[src/rtl/dly_seq_pkg.sv]
// Shared types for the sequenced delay line.
//   dly_seq_state_t : session FSM state (IDLE -> FILL -> RUN -> FLUSH -> IDLE)
package dly_seq_pkg;

    typedef enum logic [1:0] {
        S_IDLE  = 2'd0,
        S_FILL  = 2'd1,
        S_RUN   = 2'd2,
        S_FLUSH = 2'd3
    } dly_seq_state_t;

endpackage

[src/rtl/en_delay_line.sv]
// Enable-gated delay line: LEN words of data plus a valid bit per word.
// The whole line advances by one stage on every cycle with shift_en high.
// Ports:
//   clk, rst       : clock, synchronous active-high reset
//   shift_en       : advance the line this edge
//   d_in, d_in_val : word/valid loaded into stage 0 on an advance
//   d_out          : last-stage data (combinational view of the register)
//   d_out_val_raw  : last-stage valid bit, not gated by any session state
module en_delay_line
    import dly_seq_pkg::*;
#(
    parameter int LEN = 8,
    parameter int DW  = 16
) (
    input  logic                 clk,
    input  logic                 rst,
    input  logic                 shift_en,
    input  logic signed [DW-1:0] d_in,
    input  logic                 d_in_val,
    output logic signed [DW-1:0] d_out,
    output logic                 d_out_val_raw
);

    logic [LEN-1:0][DW-1:0] r_data;
    logic [LEN-1:0]         r_val;

    always_ff @(posedge clk) begin
        if (rst) begin
            r_data <= '0;
            r_val  <= '0;
        end else if (shift_en) begin
            r_data <= {r_data[LEN-2:0], d_in};
            r_val  <= {r_val[LEN-2:0], d_in_val};
        end
    end

    assign d_out         = r_data[LEN-1];
    assign d_out_val_raw = r_val[LEN-1];

endmodule

[src/rtl/dly_line_seq.sv]
// Session-controlled delay line. A start pulse opens a session that fills
// the line at a programmable shift rate, runs it once full, and on stop
// drains the remaining valid words before returning to idle.
// Ports:
//   clk, rst          : clock, synchronous active-high reset (wins over all)
//   start, stop       : session control pulses
//   rate              : shift period minus one, captured on an accepted start
//   d_in, d_in_val    : input sample and qualifier (used on tick cycles only)
//   shift_en          : one-cycle strobe, the cycle after each line advance
//   d_out, d_out_val  : delayed sample and its one-cycle qualifier
//   busy, primed      : not idle / in RUN
//   fill_cnt          : number of valid words currently in the line
//   ovf_cnt           : dropped-sample counter, present only when
//                       DLY_LINE_SEQ_OVF_CNT_EN is defined
module dly_line_seq
    import dly_seq_pkg::*;
#(
    parameter int LEN    = 8,
    parameter int DW     = 16,
    parameter int RATE_W = 8
) (
    input  logic                       clk,
    input  logic                       rst,
    input  logic                       start,
    input  logic                       stop,
    input  logic [RATE_W-1:0]          rate,
    input  logic signed [DW-1:0]       d_in,
    input  logic                       d_in_val,
    output logic                       shift_en,
    output logic signed [DW-1:0]       d_out,
    output logic                       d_out_val,
    output logic                       busy,
    output logic                       primed,
`ifdef DLY_LINE_SEQ_OVF_CNT_EN
    output logic [15:0]                ovf_cnt,
`endif
    output logic [$clog2(LEN+1)-1:0]   fill_cnt
);

    localparam int CW = $clog2(LEN+1);

    dly_seq_state_t        r_state;
    logic [RATE_W-1:0]     r_div_cnt;
    logic [RATE_W-1:0]     r_rate_q;
    logic [CW-1:0]         r_fill_cnt;
    logic                  r_shift_en;
    logic signed [DW-1:0]  r_d_out;
    logic                  r_d_out_val;

    logic                  w_tick;
    logic                  w_loading;
    logic signed [DW-1:0]  w_in_data;
    logic                  w_in_val;
    logic signed [DW-1:0]  w_line_data;
    logic                  w_line_val;
    logic [CW-1:0]         w_fill_nxt;

    assign w_tick    = (r_state != S_IDLE) && (r_div_cnt == r_rate_q);
    // FLUSH feeds zeros with val 0 so the line empties behind the last word
    assign w_loading = (r_state == S_FILL) || (r_state == S_RUN);
    assign w_in_data = w_loading ? d_in : '0;
    assign w_in_val  = w_loading && d_in_val;

    en_delay_line #(
        .LEN (LEN),
        .DW  (DW)
    ) u_line (
        .clk           (clk),
        .rst           (rst),
        .shift_en      (w_tick),
        .d_in          (w_in_data),
        .d_in_val      (w_in_val),
        .d_out         (w_line_data),
        .d_out_val_raw (w_line_val)
    );

    // Occupancy after this edge: +1 per valid word in, -1 per valid word out.
    // A word leaving during FILL is still counted out even though it is not
    // emitted, so fill_cnt always matches what the line really holds.
    always_comb begin
        w_fill_nxt = r_fill_cnt;
        if (w_tick) begin
            case ({w_in_val, w_line_val})
                2'b10:   if (r_fill_cnt != CW'(LEN)) w_fill_nxt = r_fill_cnt + CW'(1);
                2'b01:   if (r_fill_cnt != '0)       w_fill_nxt = r_fill_cnt - CW'(1);
                default: w_fill_nxt = r_fill_cnt;
            endcase
        end
    end

    always_ff @(posedge clk) begin
        if (rst) begin
            r_state     <= S_IDLE;
            r_div_cnt   <= '0;
            r_rate_q    <= '0;
            r_fill_cnt  <= '0;
            r_shift_en  <= 1'b0;
            r_d_out     <= '0;
            r_d_out_val <= 1'b0;
        end else begin
            r_shift_en  <= w_tick;
            r_d_out_val <= 1'b0;
            if (w_tick && ((r_state == S_RUN) || (r_state == S_FLUSH))) begin
                r_d_out     <= w_line_data;
                r_d_out_val <= w_line_val;
            end

            if (r_state != S_IDLE) begin
                r_div_cnt  <= w_tick ? '0 : r_div_cnt + RATE_W'(1);
                r_fill_cnt <= w_fill_nxt;
            end

            case (r_state)
                S_IDLE: begin
                    r_div_cnt <= '0;
                    // start together with stop cancels itself
                    if (start && !stop) begin
                        r_state    <= S_FILL;
                        r_rate_q   <= rate;
                        r_fill_cnt <= '0;
                    end
                end
                S_FILL: begin
                    if (stop)
                        r_state <= S_FLUSH;
                    else if (w_tick && (w_fill_nxt == CW'(LEN)))
                        r_state <= S_RUN;
                end
                S_RUN: begin
                    if (stop) r_state <= S_FLUSH;
                end
                S_FLUSH: begin
                    // empty on entry, or the last valid word just left
                    if ((r_fill_cnt == '0) || (w_tick && (w_fill_nxt == '0))) begin
                        r_state   <= S_IDLE;
                        r_div_cnt <= '0;
                    end
                end
                default: r_state <= S_IDLE;
            endcase
        end
    end

`ifdef DLY_LINE_SEQ_OVF_CNT_EN
    logic [15:0] r_ovf_cnt;

    // counts samples offered between ticks, which the line never sees
    always_ff @(posedge clk) begin
        if (rst) begin
            r_ovf_cnt <= '0;
        end else if ((r_state == S_IDLE) && start && !stop) begin
            r_ovf_cnt <= '0;
        end else if (w_loading && d_in_val && !w_tick && (r_ovf_cnt != 16'hFFFF)) begin
            r_ovf_cnt <= r_ovf_cnt + 16'd1;
        end
    end

    assign ovf_cnt = r_ovf_cnt;
`endif

    assign shift_en  = r_shift_en;
    assign d_out     = r_d_out;
    assign d_out_val = r_d_out_val;
    assign fill_cnt  = r_fill_cnt;
    assign busy      = (r_state != S_IDLE);
    assign primed    = (r_state == S_RUN);

endmodule

[config.mk]
export PLATFORM = sky130hd
export DESIGN_NAME = dly_line_seq
export DESIGN_NICKNAME = d
export VERILOG_FILES = /design/src/rtl/dly_seq_pkg.sv /design/src/rtl/en_delay_line.sv /design/src/rtl/dly_line_seq.sv
export SDC_FILE = /design/constraint.sdc
export NUM_CORES = 1
export LEC_CHECK = 0
export ABC_AREA = 1
export CORE_MARGIN = 2
export CORE_UTILIZATION = 35
export DETAILED_ROUTE_END_ITERATION = 10
export SETUP_SLACK_MARGIN = 0.3
export SLEW_MARGIN = 20
export SYNTH_ARGS = -nofsm -noshare
export SYNTH_HDL_FRONTEND = slang
export SYNTH_SLANG_ARGS = --single-unit
[constraint.sdc]
create_clock -name clk -period 3.3 [get_ports clk]
set_input_delay 0.33 -clock clk [delete_from_list [all_inputs] [get_ports clk]]
set_output_delay 0.33 -clock clk [all_outputs]
set_load 0.02 [all_outputs]
==> flow_summary.ini, run 1 <==
[pwr]
intPower_mw = 3.90
power_frac_seq = 0.400
p_sw_frac = 0.328
p_sw_mw = 1.90
leakagePower_nw = 2.76
power.total_mw = 5.80
powerDensity_nw_per_um2 = 743
combinationalPowerShare = 0.253
clkPwrFrac = 0.347
ir_worst_vdd_mv = 0.429

[worst_setup_path]
endpoint_kind = flop
cp.required_ns = 3.62
crit_arrival_ns = 2.92
critPathLaunchType = flop
cp_max_fo = 18
setup.worst_path.class = flop to flop

[placed_design]
dpl.cell_count = 1016
port_buffers = 52
dp_worst_setup_slack_ns = 0.715
globalplace.congestion = 0.764
dp_hpwl_um = 7650

[sta]
setup-violations-final = 0
min_period_ns = 2.60
rsz0062_at_grt = false
worst_pin_slew_ns = 0.979
layout_setup_ws_ns = 0.701
min_period_over_period = 0.788
hold_viol = 0
fin_setup_tns_ns = 0
slew_viol_final = 0
slew_headroom = 0.347
skew_ns = 0.00741
fmax_mhz = 385

[synthesis]
syn_area_um2 = 6530
syn_nets = 804
yosysWarnings = 0
synth_edf_count = 0
synth_area_leaders = dfxtp_1 (54%), o22ai_1 (10%), inv_1 (9.4%)
ys_ff_latch = 176
ys.flop_type = dfxtp_1
synth_common_cells = dfxtp_1 (176), inv_1 (164), o22ai_1 (104)
yosysMostFrequentCell = dfxtp_1
synth_top_area_cell = dfxtp_1
synth_area_per_cell_um2 = 8.52
synth-seq-area-share = 0.540
syn_inst = 766
synth_top_area_share = 0.540
synth.distinct_cells = 36
async_flop_share = 0

[cells_and_area]
final_nets = 844
fillCellCount = 1859
areaGrowthSynthToFinish_pct = 19.5
multi_input_area_um2 = 2110
insertedDiodeCount = 0
regArea_um2 = 3520
final_cells = 1048
layout-drive-gt1-share = 0.0842

[grt]
grt_pass1_vias = 4417
grt-ovfl-total = 0
grt_pass1_wl_um = 20500
antenna_found_initial = 0
grt_max_degree = 66
grt_usage = 0.126

[floorplanning]
dieArea_um2 = 19800
die_w_um = 141
initial_utilization = 0.360
rows = 49
boundaryPins = 53
design.core.area_um2 = 18100
die_h_um = 141

[cts]
clkTransAtPathRegs_ns = 0.07
cts_setup_buffers = 0
ctsLongestPathBuffers = 2
cts_root_buf = clkbuf_16
clk_latency_ns = 0.43
cts_tree = built
cts_sinks = 176
cts_made_buffers = 17
cts.repair.resized = 0
h-tree-depth = 4
ctsHoldBuffers = 0

[detailed_routing]
postRouteWirelength_um = 12000
drc = 0
firstDrtPassIters = 7
vias_per_cell = 4.55
avgRoutedWirePerCell_um = 11.5
first_iter_violations = 284
vias = 4766
antenna_left = 0

[outcome]
outcome = finished clean

[min_path]
hold_class = flop to flop

[job]
drv_cap = 0
==> per-stage QoR <==
stage	util	instance area (um^2)	hold slack, ns
final	0.430	7800	0.443
after global routing	0.430	7800	0.459
after CTS	0.430	7800	0.449
after detailed placement	0.397	7200	0.439
after global placement	0.397	7200	0.435
after floorplan	-	6530	0.423
==> cell type report <==
type	instances	share of cell area
well taps	229	0.0367
repair buffers	61	0.0818
flip-flops and latches	176	0.452
inverters	171	0.0826
clock buffers	19	0.0568
clock inverters	13	0.0197
multi-input cells	379	0.270
==> per-layer routing <==
metal	GRT usage	vias to the layer above	part of all wire
met3	0.0363	16	0.040
li1	-	2579	-
met1	0.174	2102	0.54
met2	0.183	69	0.40
met4	0.0537	0	0.017
met5	0	-	0
==> layout by cell type (no fill, tap or decap), drive strengths merged <==
master	count
clkinvlp	2
nor2	30
ha	9
nand2	83
nand4	7
o21ai	63
nor3b	2
xor2	4
xnor2	2
inv	173
bufinv	2
and3	1
nand3b	2
nand3	36
clkdlybuf4s50	52
dfxtp	176
nor3	3
o22ai	104
o211ai	1
clkbuf	19
a21oi	28
a31oi	1
buf	9
a211oi	2
o31ai	1
clkinv	7
==> final timing paths <==
check                                from                       to  slack (ns)  depth (start not counted)
setup / recovery  r_state[0]$_SDFFE_PP0P_  r_state[0]$_SDFFE_PP0P_        0.70                         17
hold / removal      d_out[8]$_SDFFE_PP0P_    d_out[8]$_SDFFE_PP0P_        0.44                          2
setup reg to reg  r_state[0]$_SDFFE_PP0P_  r_state[0]$_SDFFE_PP0P_        0.70                         17
hold reg to reg     d_out[8]$_SDFFE_PP0P_    d_out[8]$_SDFFE_PP0P_        0.44                          2
==> sequential cells by signal, indices dropped and copies added (netlist names) <==
name and flops:
d_out_val 1, u_line.r_data 112, r_rate_q 8, u_line.d_out 16, d_out 16, u_line.r_val 8, r_state 2, r_div_cnt 8
shift_en 1, fill_cnt 4
==> logic make-up (layout without fill, tap and decap cells) <==
kind of cell | count (synthesis) | after routing | synth area share
xor gates and xnor gates | 6 | 6 | 0.00805
AOI/OAI and AO/OA | 200 | 200 | 0.176
buffers and inverters | 211 | 264 | 0.138
and+or+nand+nor | 164 | 164 | 0.121
adders and majority gates | 9 | 9 | 0.0172
DFF | 176 | 176 | 0.540
==> power groups by stage <==
stage	registers (mW)	clock network, mW	logic [mW]
finish	2.32	2.01	1.47
global route	2.33	2.16	1.63
CTS	2.32	2.07	1.48
detailed placement	2.36	0	1.47
global placement	2.36	0	1.46
floorplan	2.41	0	1.04
==> worst max-delay path, cell delays in order, from the launching register on <==
cell	delay [ns]
dfxtp_1	0.41
inv_1	0.09
ha_1	0.29
buf_4	0.20
nand2_1	0.12
inv_1	0.05
ha_1	0.36
inv_1	0.12
nand2_1	0.08
nand2_1	0.05
nand2_1	0.06
nand2_2	0.06
nor2_2	0.13
nand3_2	0.09
a21oi_1	0.18
nand3_1	0.10
nand2_1	0.07
nor2_1	0.05
Note: power is estimated with default switching activity, not from simulation.
==> inputs of run 2 (changes only) <==
Clock period 3.3 ns to 2.65 ns, I/O delays scaled along.
==> run 2 against run 1 <==
Against the previous run:
- via count fell by 1.6%
- clock skew grew 0.0017 ns
- sequential power increased by 25%
- critical path depth shrank 1
- largest power group unchanged
- die area unchanged
- non-clock buffer count grew 4
- critical path type unchanged
- clock power increased by 30%
==> flow_summary.ini, run 2 (synthesis gave the netlist of run 1 again) <==
[outcome]
outcome = finished clean

[sta]
worst_pin_slew_ns = 0.723
min_period_ns = 2.15
min_period_over_period = 0.810
hold_viol = 0
skew_ns = 0.00908
fmax_mhz = 466
fin_setup_tns_ns = 0
rsz0062_at_grt = false
setup-violations-final = 0
slew_viol_final = 0
slew_headroom = 0.516

[worst_setup_path]
cp_max_fo = 8
cp.required_ns = 2.96
crit_arrival_ns = 2.46
crit_start = fill_cnt[1]$_SDFF_PP0_
critPathLaunchType = flop
endpoint_kind = flop
r2r-start = fill_cnt[1]$_SDFF_PP0_
setup.worst_path.class = flop to flop

[detailed_routing]
firstDrtPassIters = 5
postRouteWirelength_um = 11700
vias = 4690
antenna_left = 0
vias_per_cell = 4.46
highest_layer = met4
avgRoutedWirePerCell_um = 11.1
drc = 0
routed-wl-met2_um = 4880
first_iter_violations = 281
met3_length_um = 496
m1WireLength_um = 6240

[grt]
grt-ovfl-total = 0
grt_pass1_wl_um = 20400
grt_pass1_vias = 4481
antenna_found_initial = 0
grt_max_degree = 78
grt_usage = 0.125

[floorplanning]
initial_utilization = 0.360
die_h_um = 141
rows = 49
die_w_um = 141
boundaryPins = 53
dieArea_um2 = 19800
design.core.area_um2 = 18100

[cells_and_area]
insertedDiodeCount = 0
multi_input_area_um2 = 2140
final_common_cell = dfxtp_1
mostFrequentLayoutCells = dfxtp_1 (174), inv_1 (161), o22ai_1 (104)
largest_reg_flops = 112
largest-register = u_line.r_data
fillCellCount = 1827
fin_area_um2 = 7880
regArea_um2 = 3530
layout-drive-gt1-share = 0.0972
final_nets = 848
areaGrowthSynthToFinish_pct = 20.7

[cts]
ctsHoldBuffers = 0
cts_root_buf = clkbuf_16
clk_latency_ns = 0.42
cts_tree = built
h-tree-depth = 4
cts_made_buffers = 17
ctsLongestPathBuffers = 2
cts_sinks = 176
clkTransAtPathRegs_ns = 0.07
cts_setup_buffers = 0

[pwr]
ir_worst_vdd_mv = 0.393
clkPwrFrac = 0.354
combinationalPowerShare = 0.255
p_sw_frac = 0.324
powerDensity_nw_per_um2 = 939
power_frac_seq = 0.391
p_sw_mw = 2.40
power.total_mw = 7.40
leakagePower_nw = 2.79
intPower_mw = 5.00

[job]
drv_cap = 0

[placed_design]
dp_hpwl_um = 7700
placed_area_um2 = 7220
port_buffers = 52
globalplace.congestion = 0.769

[min_path]
hold_class = primary input to flop
hold_path_startpoint = rate[6]
run 2: cell types whose count changed in the layout (fill, tap and decap cells not counted), moves of 2 or more:
| cell | before | now |
|---|---|---|
| buf_4 | 5 | 10 |
| clkinvlp_4 | 2 | 0 |
| dfxtp_1 | 176 | 174 |
| ha_1 | 9 | 7 |
| ha_4 | 0 | 2 |
| inv_1 | 163 | 161 |
| inv_2 | 5 | 7 |
| inv_6 | 2 | 5 |
run 2: through the flow:
stage	hold slack, ns	std cells	util	worst slack (ns)
after floorplan	0.407	766	-	0.305
after global placement	0.433	1020	0.398	0.298
after detailed placement	0.437	1020	0.398	0.245
after CTS	0.397	1052	0.433	0.328
after global routing	0.426	1052	0.434	0.299
final	0.419	1052	0.434	0.504
run 2: path summary, 6_finish.rpt:
check                              to  slack [ns]  depth (start not counted)
max           r_div_cnt[1]$_SDFF_PP0_        0.50                         16
min          r_rate_q[6]$_SDFFE_PP0P_        0.42                          3
max reg2reg   r_div_cnt[1]$_SDFF_PP0_        0.50                         16
min reg2reg     d_out[8]$_SDFFE_PP0P_        0.44                          2
run 2: critical path: stages (launching register included):
cell	delay (ns)
dfxtp_1	0.39
inv_1	0.14
ha_1	0.26
nand2_1	0.08
nor2_1	0.05
o21ai_0	0.22
nand2_1	0.07
nand2_1	0.06
nand2_1	0.05
nand2_1	0.06
nand2_2	0.06
nor2_2	0.13
nand3_2	0.09
nand2_2	0.08
nand2_2	0.08
nand2_4	0.13
o21ai_1	0.08
run 2: routing by layer:
| layer | vias to the layer above | track usage |
|---|---|---|
| met5 | - | 0 |
| met4 | 0 | 0.0568 |
| met3 | 7 | 0.0313 |
| met2 | 70 | 0.184 |
| met1 | 2022 | 0.174 |
| li1 | 2591 | - |
run 2: power by group through the flow:
| stage | sequential (mW) | combinational, mW | clock (mW) |
|---|---|---|---|
| final | 2.89 | 1.88 | 2.62 |
| after global routing | 2.91 | 2.10 | 2.81 |
| after CTS | 2.89 | 1.86 | 2.71 |
| after detailed placement | 2.94 | 1.84 | 0 |
| after global placement | 2.94 | 1.84 | 0 |
| after floorplan | 3.00 | 1.29 | 0 |
run 2: cell type report:
type / count / area share
sequential: 176 / 0.448
multi-input combinational: 379 / 0.272
timing repair buffer: 65 / 0.0832
inverter: 171 / 0.0818
clock buffer: 18 / 0.0545
tap: 229 / 0.0364
clock inverter: 14 / 0.0244
run 2: timing repair:
action                     4_1_cts  5_1_grt
gates resized for setup          2        6
setup endpoints to repair       11       20
pin swaps                        0        1
==> inputs of run 3 (changes only) <==
Clock period 2.65 ns to 2 ns, I/O delays scaled along.
==> run 3 against run 2 <==
Against the previous run:
- the flow now finishes with violations (setup timing)
- global-route usage increased by 3.8 points
- die area unchanged
- sequential cell count unchanged
- non-clock buffer count is 66 higher
- register-to-register slack worse by 0.62 ns
- final cell count increased by 6.7%
- critical path depth is 1 higher
- total power grew 65%
==> flow_summary.ini, run 3 (synthesis gave the netlist of run 1 again) <==
[grt]
antenna_found_initial = 0
use_met2 = 0.275
grt_max_degree = 29
grt_pass1_vias = 5210
grt_usage = 0.163
grt_use_met1 = 0.200
top_usage_layer = met2
use_met3 = 0.0438
grt-ovfl-total = 0
grt_pass1_wl_um = 25800

[placed_design]
dp_hpwl_um = 8140
globalplace.congestion = 0.805
port_buffers = 52
dp_worst_setup_slack_ns = -0.121

[sta]
worst_pin_slew_ns = 0.521
layout_setup_ws_ns = -0.118
slew_headroom = 0.653
fmax_mhz = 472
min_period_over_period = 1.06
setup-violations-final = 48
hold_viol = 0
slew_viol_final = 0
hold_slack_ns = 0.353
rsz0062_at_grt = true
min_period_ns = 2.12
skew_ns = 0.0123
fin_setup_tns_ns = -1.68

[cells_and_area]
final_util = 0.558
areaGrowthSynthToFinish_pct = 55.1
regArea_um2 = 3530
final_nets = 918
largest-register = u_line.r_data
insertedDiodeCount = 0
largest_reg_flops = 112
multi_input_area_um2 = 3340
mostFrequentLayoutCells = dfxtp_1 (169), inv_1 (157), o22ai_2 (92)
fillCellCount = 1537
final_common_cell = dfxtp_1
layout-drive-gt1-share = 0.386

[floorplanning]
initial_utilization = 0.360
dieArea_um2 = 19800
boundaryPins = 53
rows = 49
design.core.area_um2 = 18100
die_w_um = 141
die_h_um = 141

[worst_setup_path]
r2r-start = r_state[0]$_SDFFE_PP0P_
crit_arrival_ns = 2.47
endpoint_kind = flop
cp_max_fo = 6
r2r_end = r_state[0]$_SDFFE_PP0P_
critPathLaunchType = flop
reg2regPathDepth = 17
cp.required_ns = 2.35
setup.worst_path.class = flop to flop
reg2reg_slack_ns = -0.12

[detailed_routing]
drc = 0
avgRoutedWirePerCell_um = 15.4
vias_per_cell = 4.83
vias = 5415
antenna_left = 0
firstDrtPassIters = 4
postRouteWirelength_um = 17200
first_iter_violations = 195

[cts]
cts_tree = built
h-tree-depth = 4
cts_made_buffers = 17
cts_sinks = 176
cts_root_buf = clkbuf_16
ctsLongestPathBuffers = 2
clkTransAtPathRegs_ns = 0.07
clk_latency_ns = 0.43

[min_path]
hold_path_startpoint = rate[7]
hold_end = r_rate_q[7]$_SDFFE_PP0P_
min_path_cells = 3
hold_class = primary input to flop

[job]
drv_cap = 0

[outcome]
violations = setup timing
outcome = finished, violations left

[pwr]
intPower_mw = 7.85
clkPwrFrac = 0.252
p_sw_mw = 4.35
ir_worst_vdd_mv = 0.788
p_sw_frac = 0.357
power_frac_seq = 0.313
powerDensity_nw_per_um2 = 1210
combinationalPowerShare = 0.435
leakagePower_nw = 3.46
-- run 3: changes by cell type in the layout (fill, tap and decap cells not counted), sizes merged --
cell,change
buf,+66
clkdlybuf4s50,-6
clkbuf,+5
dlygate4sd2,+4
inv,-4
bufinv,-3
clkinvlp,+3
o21ai,+3
clkdlybuf4s15,+1
clkinv,+1
-- run 3: routing by layer --
layer	vias up	wire [um]	part of all wire
met2	98	8640	0.50
met4	0	352	0.020
met1	2553	7730	0.45
met3	26	512	0.030
li1	2738	-	-
met5	-	0	0
-- run 3: how the worst max path moves through the flow --
stage | start | end | cells after the start
6_report | r_state[0]$_SDFFE_PP0P_ | r_state[0]$_SDFFE_PP0P_ | 17
4_1_cts | r_state[1]$_SDFFE_PP0P_ | r_state[0]$_SDFFE_PP0P_ | 17
2_1_floorplan | r_state[0]$_SDFFE_PP0P_ | r_div_cnt[4]$_SDFF_PP0_ | 20
5_1_grt | r_state[0]$_SDFFE_PP0P_ | r_state[0]$_SDFFE_PP0P_ | 20
3_5_place_dp | d_in_val | r_div_cnt[5]$_SDFF_PP0_ | 18
3_3_place_gp | d_in_val | r_div_cnt[5]$_SDFF_PP0_ | 18
-- run 3: critical path, stage by stage, from the launching register on --
cell     delay, ns
dfxtp_2       0.33
inv_2         0.05
ha_4          0.25
nand2_4       0.07
inv_2         0.04
ha_4          0.31
inv_4         0.05
nand2_2       0.06
nand2_2       0.05
nand2_1       0.06
nand2_2       0.07
nor2_4        0.13
nand3_1       0.12
nand2_1       0.08
nand2_1       0.06
nor2_2        0.13
nor2_1        0.05
nor2_1        0.12
-- run 3: layout make-up --
| type | count | area share |
|---|---|---|
| flip-flops and latches | 176 | 0.349 |
| multi-input cells | 382 | 0.330 |
| repair buffers | 131 | 0.172 |
| inverters | 171 | 0.0656 |
| clock buffers | 22 | 0.0458 |
| well taps | 229 | 0.0283 |
| clock inverters | 10 | 0.00778 |
| repair inverters | 1 | 0.00161 |
-- run 3: repair_timing --
item | CTS | global route
resized for setup | 172 | 163
pin swaps | 16 | 35
buffers inserted | 22 | 13
setup endpoints to repair | 171 | 170
hold buffers | 0 | 0
gates cloned | 19 | 3
-- run 3: per-stage QoR --
stage | cells | instance area [um^2] | power (mW)
2_1_floorplan | 766 | 6620 | 5.88
3_3_place_gp | 1033 | 7380 | 6.59
4_1_cts | 1106 | 9200 | 11.3
6_report | 1122 | 10100 | 12.2
5_1_grt | 1122 | 10100 | 12.8
3_5_place_dp | 1033 | 7380 | 6.61
-- run 3: power by group through the flow --
stage                     Combinational, mW  Sequential [mW]  Clock [mW]
after detailed placement               2.72             3.89           0
after global placement                 2.70             3.89           0
after floorplan                        1.90             3.98           0
after global routing                   5.61             3.84        3.31
after CTS                              4.34             3.82        3.14
final                                  5.30             3.82        3.08
